## src/rtl/sha256_pkg.sv

```systemverilog
// Shared SHA-256 types, block sizes and message-schedule sigma functions.
package sha256_pkg;

   localparam int MSG_WORDS   = 16;
   localparam int SCHED_WORDS = 64;

   typedef logic [31:0] word_t;

   typedef enum logic [1:0] {
      IDLE,
      LOAD,
      EXPAND,
      DONE
   } state_t;

   function automatic word_t sigma0(input word_t x);
      return {x[6:0], x[31:7]} ^ {x[17:0], x[31:18]} ^ (x >> 3);
   endfunction

   function automatic word_t sigma1(input word_t x);
      return {x[16:0], x[31:17]} ^ {x[18:0], x[31:19]} ^ (x >> 10);
   endfunction

endpackage

```

## src/rtl/msg_window.sv

```systemverilog
// 16-deep sliding window of schedule words; win[0] holds the newest word W[t-1].
module msg_window
   import sha256_pkg::*;
(
   input  logic        clock,
   input  logic        reset,
   input  logic        shift,
   input  logic [31:0] din,
   output logic [31:0] tap2,
   output logic [31:0] tap7,
   output logic [31:0] tap15,
   output logic [31:0] tap16
);

   word_t win [MSG_WORDS];

   // NOTE: the window is plain flops, so it is reset like any other state; a
   // stale word must never leak into a run that restarts after an abort.
   always_ff @(posedge clock or negedge reset) begin
      if (!reset) begin
         for (int i = 0; i < MSG_WORDS; i++) win[i] <= '0;
      end else if (shift) begin
         win[0] <= din;
         for (int i = 1; i < MSG_WORDS; i++) win[i] <= win[i-1];
      end
   end

   assign tap2  = win[1];
   assign tap7  = win[6];
   assign tap15 = win[14];
   assign tap16 = win[15];

endmodule

```

## src/rtl/msg_schedule.sv

```systemverilog
// SHA-256 message schedule: reads one 16-word block, emits W[0..63] one per cycle,
// then holds done until enable drops.
module msg_schedule
   import sha256_pkg::*;
(
   input  logic        clock,
   input  logic        reset,
   input  logic        enable,
   input  logic [31:0] msg_data,
   output logic        msg_rd,
   output logic [3:0]  msg_addr,
   output logic        w_valid,
   output logic [5:0]  w_index,
   output logic [31:0] w_data,
   output logic        done
);

   state_t     state;
   logic [6:0] count;   // index of the next word to be emitted
   logic       rd_q;    // msg_data carries a requested word this cycle
   logic       shift;
   word_t      w_new;
   word_t      src;
   word_t      tap2, tap7, tap15, tap16;

   msg_window u_window (
      .clock (clock),
      .reset (reset),
      .shift (shift),
      .din   (src),
      .tap2  (tap2),
      .tap7  (tap7),
      .tap15 (tap15),
      .tap16 (tap16)
   );

   // NOTE: every combinational output gets a value on every path, so no latch.
   always_comb begin
      w_new = sigma1(tap2) + tap7 + sigma0(tap15) + tap16;
      src   = rd_q ? msg_data : w_new;
      shift = rd_q || (state == EXPAND && count != 7'(SCHED_WORDS));
   end

   // NOTE: sequential state uses non-blocking assignments only, so every
   // register here sees the pre-edge value of every other register.
   always_ff @(posedge clock or negedge reset) begin
      if (!reset) begin
         state    <= IDLE;
         count    <= '0;
         rd_q     <= 1'b0;
         msg_rd   <= 1'b0;
         msg_addr <= '0;
         w_valid  <= 1'b0;
         w_index  <= '0;
         w_data   <= '0;
         done     <= 1'b0;
      end else begin
         rd_q    <= msg_rd;
         w_valid <= shift;
         if (shift) begin
            w_data  <= src;
            w_index <= count[5:0];
            count   <= count + 7'd1;
         end

         case (state)
            IDLE: begin
               if (enable) begin
                  state    <= LOAD;
                  count    <= '0;
                  msg_rd   <= 1'b1;
                  msg_addr <= '0;
               end
            end
            LOAD: begin
               // Last read issued; W[15] itself is captured during the first EXPAND cycle.
               if (msg_addr == 4'(MSG_WORDS - 1)) begin
                  state    <= EXPAND;
                  msg_rd   <= 1'b0;
                  msg_addr <= '0;
               end else begin
                  msg_addr <= msg_addr + 4'd1;
               end
            end
            EXPAND: begin
               if (count == 7'(SCHED_WORDS)) begin
                  state <= DONE;
                  done  <= 1'b1;
               end
            end
            DONE: begin
               if (!enable) begin
                  state <= IDLE;
                  done  <= 1'b0;
               end
            end
            default: state <= IDLE;
         endcase
      end
   end

endmodule

```

## config.mk

```make
export PLATFORM = sky130hd
export DESIGN_NAME = msg_schedule
export DESIGN_NICKNAME = d
export VERILOG_FILES = /design/src/rtl/sha256_pkg.sv /design/src/rtl/msg_window.sv /design/src/rtl/msg_schedule.sv
export SDC_FILE = /design/constraint.sdc
export NUM_CORES = 1
export LEC_CHECK = 0
export ABC_AREA = 1
export BUFFER_PORTS_ARGS = -buffer_cell sky130_fd_sc_hd__buf_4
export CAP_MARGIN = 0
export CORE_MARGIN = 8
export CORE_UTILIZATION = 38
export DETAILED_ROUTE_END_ITERATION = 7
export SLEW_MARGIN = 20
export SYNTH_ARGS = -nofsm -noshare
export SYNTH_HDL_FRONTEND = slang
export SYNTH_SLANG_ARGS = --single-unit
export TNS_END_PERCENT = 5
```

## constraint.sdc

```tcl
create_clock -name clock -period 3.8 [get_ports clock]
set_input_delay 0.19 -clock clock [delete_from_list [all_inputs] [get_ports clock]]
set_output_delay 0.19 -clock clock [all_outputs]
set_load 0.1 [all_outputs]
```

Yosys cells after proc, flatten, opt, wreduce, memory -nomap -nowiden
Index checks and enable logic that the tools add are counted.
- flip-flop bits (word level): 535
- bits in latches: 0
- RAM bits: 0
- memory bits (read-only): 0
- bits of input ports: 35
- output and inout bits: 45
- word-level logic and storage cells: 70
- memories: 0
- add/subtract/negate cells: 5
- multipliers: 0
- divide/modulo/power cells: 0
- magnitude comparators: 0
- equal/unequal tests: 10
- shift operators: 0
- muxes and demuxes: 18
- bitwise gates (word level): 4
- reduce and logical (&&, ||, !) cells: 9
- operator list (operator ; number):
    adder 32 bit ; 3
    XOR 32 bit ; 2
    two-way mux 32 bit ; 1
    XOR 32 x 22 -> 32 bit ; 1
    XOR 32 x 29 -> 32 bit ; 1
    two-way mux 7 bit ; 3
    two-way mux 2 bit ; 4
    two-way mux 4 bit ; 2
    one-hot mux 2 bit (4 select lines) ; 1
    one-hot mux 4 bit (2 select lines) ; 1
    adder 7 x 1 -> 7 bit, second input constant ; 1
    == test 7 bit, second input constant ; 1
    inequality test 7 bit, second input constant ; 1
    inequality test 2 bit, second input constant ; 3
    AND reduction 3 bit ; 2
    adder 4 x 1 -> 4 bit, second input constant ; 1
    == test 2 bit, second input constant ; 2
    == test 4 bit, second input constant ; 1
    two-way mux 1 bit ; 4
    one-hot mux 1 bit (2 select lines) ; 2
    AND reduction 4 bit ; 1
    nonzero test 2 bit ; 2
    == test 2 x 1 -> 1 bit, second input constant ; 1
    zero test 2 bit ; 1
    4 further kinds ; 4

Logic depth before layout (Yosys ltp)
- word-level depth: 6
- gate-level depth with buffers: 22
- mapped depth without buffers: 21

Modules after synthesis
From an unflattened synthesis, not the netlist that was laid out.
- cells, all modules: 3419
- area total of the unflattened synthesis: 28290.9 sq um
- by module, submodules not included (module ; times used ; cells each ; area each (sq um) ; seq. area each (sq um)):
    msg_window ; 1 ; 2290 ; 20492.2 ; 12812.3
    msg_schedule ; 1 ; 1129 ; 7798.7 ; 1376.3

Worst setup path before layout
OpenSTA, ideal clock, no wires.
- path type: reg-to-reg
- start point: register u_window.win (netlist bit u_window.tap15[8])
- end point: register u_window.win[509] in the netlist's numbering
- library setup time: 0.116 ns
- data arrival time: 3.275 ns
- data required time: 3.684 ns
- setup slack: 0.409 ns
- stages on the path, launching flop included: 22
- path buffers: 1
- clock period less this slack: 3.391 ns
- cell sequence: dfrtp_1 -> clkbuf_1 -> xnor2_1 -> xor2_1 -> inv_1 -> fa_1 -> inv_1 -> fa_1 -> inv_1 -> ha_1 -> inv_1 -> fa_1 -> inv_1 -> nand3_1 -> nand3_1 -> nand3_1 -> nand3_1 -> nand2_1 -> nand3_1 -> nand3_1 -> nand2_1 -> nand2_1
- cells in the longest elaborated chain, start to end: 5
- ends and longest elaborated chain (element ; line ; source):
    start: declaration ; msg_window.sv:15 ; word_t win [MSG_WORDS];
    XOR 32 bit ; sha256_pkg.sv:17 ; return {x[6:0], x[31:7]} ^ {x[17:0], x[31:18]} ^ (x >> 3);
    XOR 32 x 29 -> 32 bit * ; sha256_pkg.sv:17 ;
    adder 32 bit * (2 in series) ; msg_schedule.sv:39 ; w_new = sigma1(tap2) + tap7 + sigma0(tap15) + tap16;
    two-way mux 32 bit * ; msg_schedule.sv:40 ; src = rd_q ? msg_data : w_new;
Every way passes the cells marked *; elsewhere a longest branch is shown, timed or not.
A chain may end at the register's enable or synchronous reset.

Worst setup path in the final report
- start point: register u_window.win (netlist bit u_window.tap2[3])
- end point: register u_window.win[508] in the netlist's numbering
- cells in the longest elaborated chain, start to end: 6
- ends and longest elaborated chain (element ; line ; source):
    XOR 32 bit ; sha256_pkg.sv:21 ; return {x[16:0], x[31:17]} ^ {x[18:0], x[31:19]} ^ (x >> 10);
    XOR 32 x 22 -> 32 bit ; sha256_pkg.sv:21 ;
    adder 32 bit (3 in series) ; msg_schedule.sv:39 ;
    two-way mux 32 bit ; msg_schedule.sv:40 ;
No other way between the ends.

==> results.py <==
metrics = {
    "outcome": {
        "status": "finished, final reports clean",
    },
    "synth": {
        "synth-edff-count": 0,
        "async_flop_share": 1.00,
        "synthesis.nets": 3113,
        "synth-seq-cells": 535,
        "synth_area_mm2": 0.0259,
        "netlist-cell-type-count": 35,
        "ys_warn_count": 0,
        "post-synth-top-area-fraction": 0.518,
        "ys_top_cells_by_area": "sky130_fd_sc_hd__dfrtp_1 (52%), sky130_fd_sc_hd__nand2_1 (12%), sky130_fd_sc_hd__inv_1 (7.4%), sky130_fd_sc_hd__o21ai_1 (7.4%), sky130_fd_sc_hd__fa_1 (4.8%)",
        "cells_after_synth": 2978,
        "synth_ff_type": "sky130_fd_sc_hd__dfrtp_1",
        "synth.avg_cell_area_um2": 8.68,
        "yosysSeqAreaShare": 0.518,
        "synth_top_area_cell": "sky130_fd_sc_hd__dfrtp_1",
    },
    "route": {
        "remaining_drc_errors": 0,
        "avgViaCountPerCell": 4.69,
        "routed_wl_mm": 63.5,
        "drt_iter0_markers": 1504,
        "drtAntennaViolNets": 0,
        "drt-wirelength-per-cell_um": 16.0,
        "dr.pass1.iters": 8,
        "dr_vias": 18700,
    },
    "die": {
        "chipHeight_um": 277,
        "ios": 80,
        "placementRows": 95,
        "floorplan.initialDensity": 0.384,
        "die_area_mm2": 0.0767,
        "die_width_um": 277,
        "core_area_mm2": 0.0673,
    },
    "clocking": {
        "path_clk_slew_ps": 70,
        "clock_latency_ps": 630,
        "cts_tree": "done",
        "cts_sinks": 535,
        "cts-root-to-sink-buffers": 3,
        "cts.root.buffer_cell": "sky130_fd_sc_hd__clkbuf_16",
        "number_of_buffers_inserted_during_clock_tree_synthesis": 55,
        "number_of_h_tree_branching_levels": 2,
    },
    "critical_path": {
        "setup.worst_path.class": "reg2reg",
        "arrival_ps": 4170,
        "worstPathMaxFanout": 5,
        "critPathCaptureType": "flip-flop",
        "worst_setup_path_start_kind": "flip-flop",
        "timing.reg2reg.setup_slack_ps": 130,
        "reg2reg_from": "u_window.tap2[3]",
        "worst_setup_path_startpoint": "u_window.tap2[3]",
        "critPathRequiredTime_ps": 4300,
    },
    "grt": {
        "globalRoute.totalOverflow": 0,
        "vias_in_the_first_global_route": 18500,
        "globalRouteTotalUtil": 0.166,
        "grt_pass1_wl_mm": 103,
        "initial_antenna_violation_count": 0,
        "grt_start_max_net_pins": 207,
    },
    "sta": {
        "hold_slack_ps": 189,
        "min_period_ps": 3670,
        "hold_violations_final": 0,
        "finalSetupViolations": 0,
        "fin_ws_ps": 133,
        "slew_viol_final": 0,
        "min_period_over_period": 0.965,
        "relSlewSlack": 0.468,
        "clock.fmax_mhz": 273,
        "final.setup_skew_ps": 31.5,
        "transition_time_of_the_tightest_slew_check_pin_ps": 798,
    },
    "place": {
        "gp_congestion": 0.942,
        "place_ws_ps": -11.2,
        "buffer_ports.inserted": 79,
        "detailed_placement_wirelength_estimate_mm": 44.6,
    },
    "worst_hold_path": {
        "timing.hold.worst.class": "in2async",
    },
    "final_layout": {
        "syn2layout_area_growth_pct": 15.7,
        "layout.nets": 3197,
        "n_antenna_cell": 0,
        "drive_gt1_frac": 0.112,
    },
    "flow_run": {
        "cap_viol_max_count": 0,
    },
}
critical path, cell delays in order, from the launching register on:
cell and delay [ps]:
sky130_fd_sc_hd__dfrtp_1 510, sky130_fd_sc_hd__xnor2_2 210, sky130_fd_sc_hd__xor2_1 170, sky130_fd_sc_hd__fa_1 540, sky130_fd_sc_hd__inv_1 60, sky130_fd_sc_hd__fa_1 510, sky130_fd_sc_hd__inv_1 50, sky130_fd_sc_hd__ha_1 390
sky130_fd_sc_hd__nand2_1 180, sky130_fd_sc_hd__inv_1 60, sky130_fd_sc_hd__a21oi_1 180, sky130_fd_sc_hd__nand2_1 130, sky130_fd_sc_hd__a21oi_1 200, sky130_fd_sc_hd__nand2_1 70, sky130_fd_sc_hd__nand2_1 60, sky130_fd_sc_hd__nand3_1 60
sky130_fd_sc_hd__nand2_1 90, sky130_fd_sc_hd__nand2_1 50
per-stage QoR:
step | cells | cell area, um2 | setup TNS (ps) | util
detailed placement | 3837 | 27200 | -11.2 | 0.404
finish | 3980 | 29900 | 0 | 0.445
CTS | 3973 | 29500 | -12.9 | 0.438
floorplan | 2978 | 25900 | 0 | -
global placement | 3837 | 27200 | 0 | 0.404
global route | 3980 | 29900 | -564 | 0.445
synth_stat cells, types with 38 or more instances:
library cell / n
sky130_fd_sc_hd__a21oi_1: 49
sky130_fd_sc_hd__inv_1: 511
sky130_fd_sc_hd__xor2_1: 73
sky130_fd_sc_hd__dfrtp_1: 535
sky130_fd_sc_hd__nand3_1: 47
sky130_fd_sc_hd__buf_4: 52
sky130_fd_sc_hd__o21ai_1: 380
sky130_fd_sc_hd__buf_2: 68
sky130_fd_sc_hd__xnor2_1: 58
sky130_fd_sc_hd__nor2_1: 90
sky130_fd_sc_hd__o21ai_0: 106
sky130_fd_sc_hd__nand2_1: 830
sky130_fd_sc_hd__fa_1: 62
sky130_fd_sc_hd__ha_1: 38
per-layer routing:
layer	track usage	up-vias	wire (um)
li1	-	9219	-
met1	0.231	8948	29600
met2	0.258	382	28400
met3	0.0326	102	3570
met4	0.0532	0	1970
met5	0	-	0
final timing paths:
path | to | depth (start not counted)
worst max-delay path | u_window.win[508] | 17
worst min-delay path | u_window.win[424] | 2
worst max register to register | u_window.win[508] | 17
worst min register to register | rd_q | 0
max in group asynchronous | u_window.tap15[31] | 3
min in group clock | count[6] | 3
cell usage in the layout (no fill, tap or decap), types with 4 or more instances in the layout:
cell / count
sky130_fd_sc_hd__a21oi_1: 44
sky130_fd_sc_hd__a21oi_2: 5
sky130_fd_sc_hd__buf_12: 13
sky130_fd_sc_hd__buf_4: 143
sky130_fd_sc_hd__bufinv_16: 6
sky130_fd_sc_hd__clkbuf_1: 6
sky130_fd_sc_hd__clkbuf_16: 55
sky130_fd_sc_hd__clkbuf_8: 16
sky130_fd_sc_hd__clkinv_2: 10
sky130_fd_sc_hd__dfrtp_1: 512
sky130_fd_sc_hd__dfrtp_2: 23
sky130_fd_sc_hd__dlygate4sd3_1: 34
sky130_fd_sc_hd__fa_1: 60
sky130_fd_sc_hd__ha_1: 24
sky130_fd_sc_hd__ha_2: 7
sky130_fd_sc_hd__ha_4: 7
sky130_fd_sc_hd__inv_1: 511
sky130_fd_sc_hd__nand2_1: 820
sky130_fd_sc_hd__nand2_2: 11
sky130_fd_sc_hd__nand3_1: 43
sky130_fd_sc_hd__nand3_2: 4
sky130_fd_sc_hd__nand4_1: 6
sky130_fd_sc_hd__nor2_1: 86
sky130_fd_sc_hd__nor3_1: 5
sky130_fd_sc_hd__o21ai_0: 106
sky130_fd_sc_hd__o21ai_1: 380
sky130_fd_sc_hd__xnor2_1: 40
sky130_fd_sc_hd__xnor2_2: 18
sky130_fd_sc_hd__xor2_1: 69
sky130_fd_sc_hd__xor2_2: 4
cells by family after synthesis:
family / Yosys count / share of synthesized area
simple gates: 991 / 0.149
buf+inv: 677 / 0.117
compound gates: 543 / 0.106
flops: 535 / 0.518
xor+xnor: 131 / 0.0444
fa+ha+maj: 100 / 0.0664
mux: 1 / 0.000387
what timing repair did:
item / in CTS / in global routing
hold buffers: 34 / 0
buffers inserted: 0 / 7
resized for setup: 2 / 91
pin swaps: 0 / 6
endpoints found under the setup margin: 2 / 25
endpoints found under the hold margin: 115 / 0
registers in the layout, summed over array words and instances, names as in the netlist:
| name | cells |
|---|---|
| msg_addr | 4 |
| done | 1 |
| count | 7 |
| u_window.tap7 | 32 |
| u_window.tap2 | 32 |
| u_window.tap16 | 32 |
| u_window.win | 384 |
| w_valid | 1 |
| msg_rd | 1 |
| u_window.tap15 | 32 |
| state | 2 |
| w_index | 6 |
| rd_q | 1 |
final cells by class:
type                    count  area [um2]
fillers                  6585       37300
flip-flops and latches    535       13400
well taps                 873        1090
clock buffers              77        1620
multi-input cells        1766        9840
repair buffers            191        1690
clock inverters            25         333
inverters                 513        1940
Power is not shown: default switching activity piles up to over one toggle a cycle in this logic, so the estimate is an artifact.
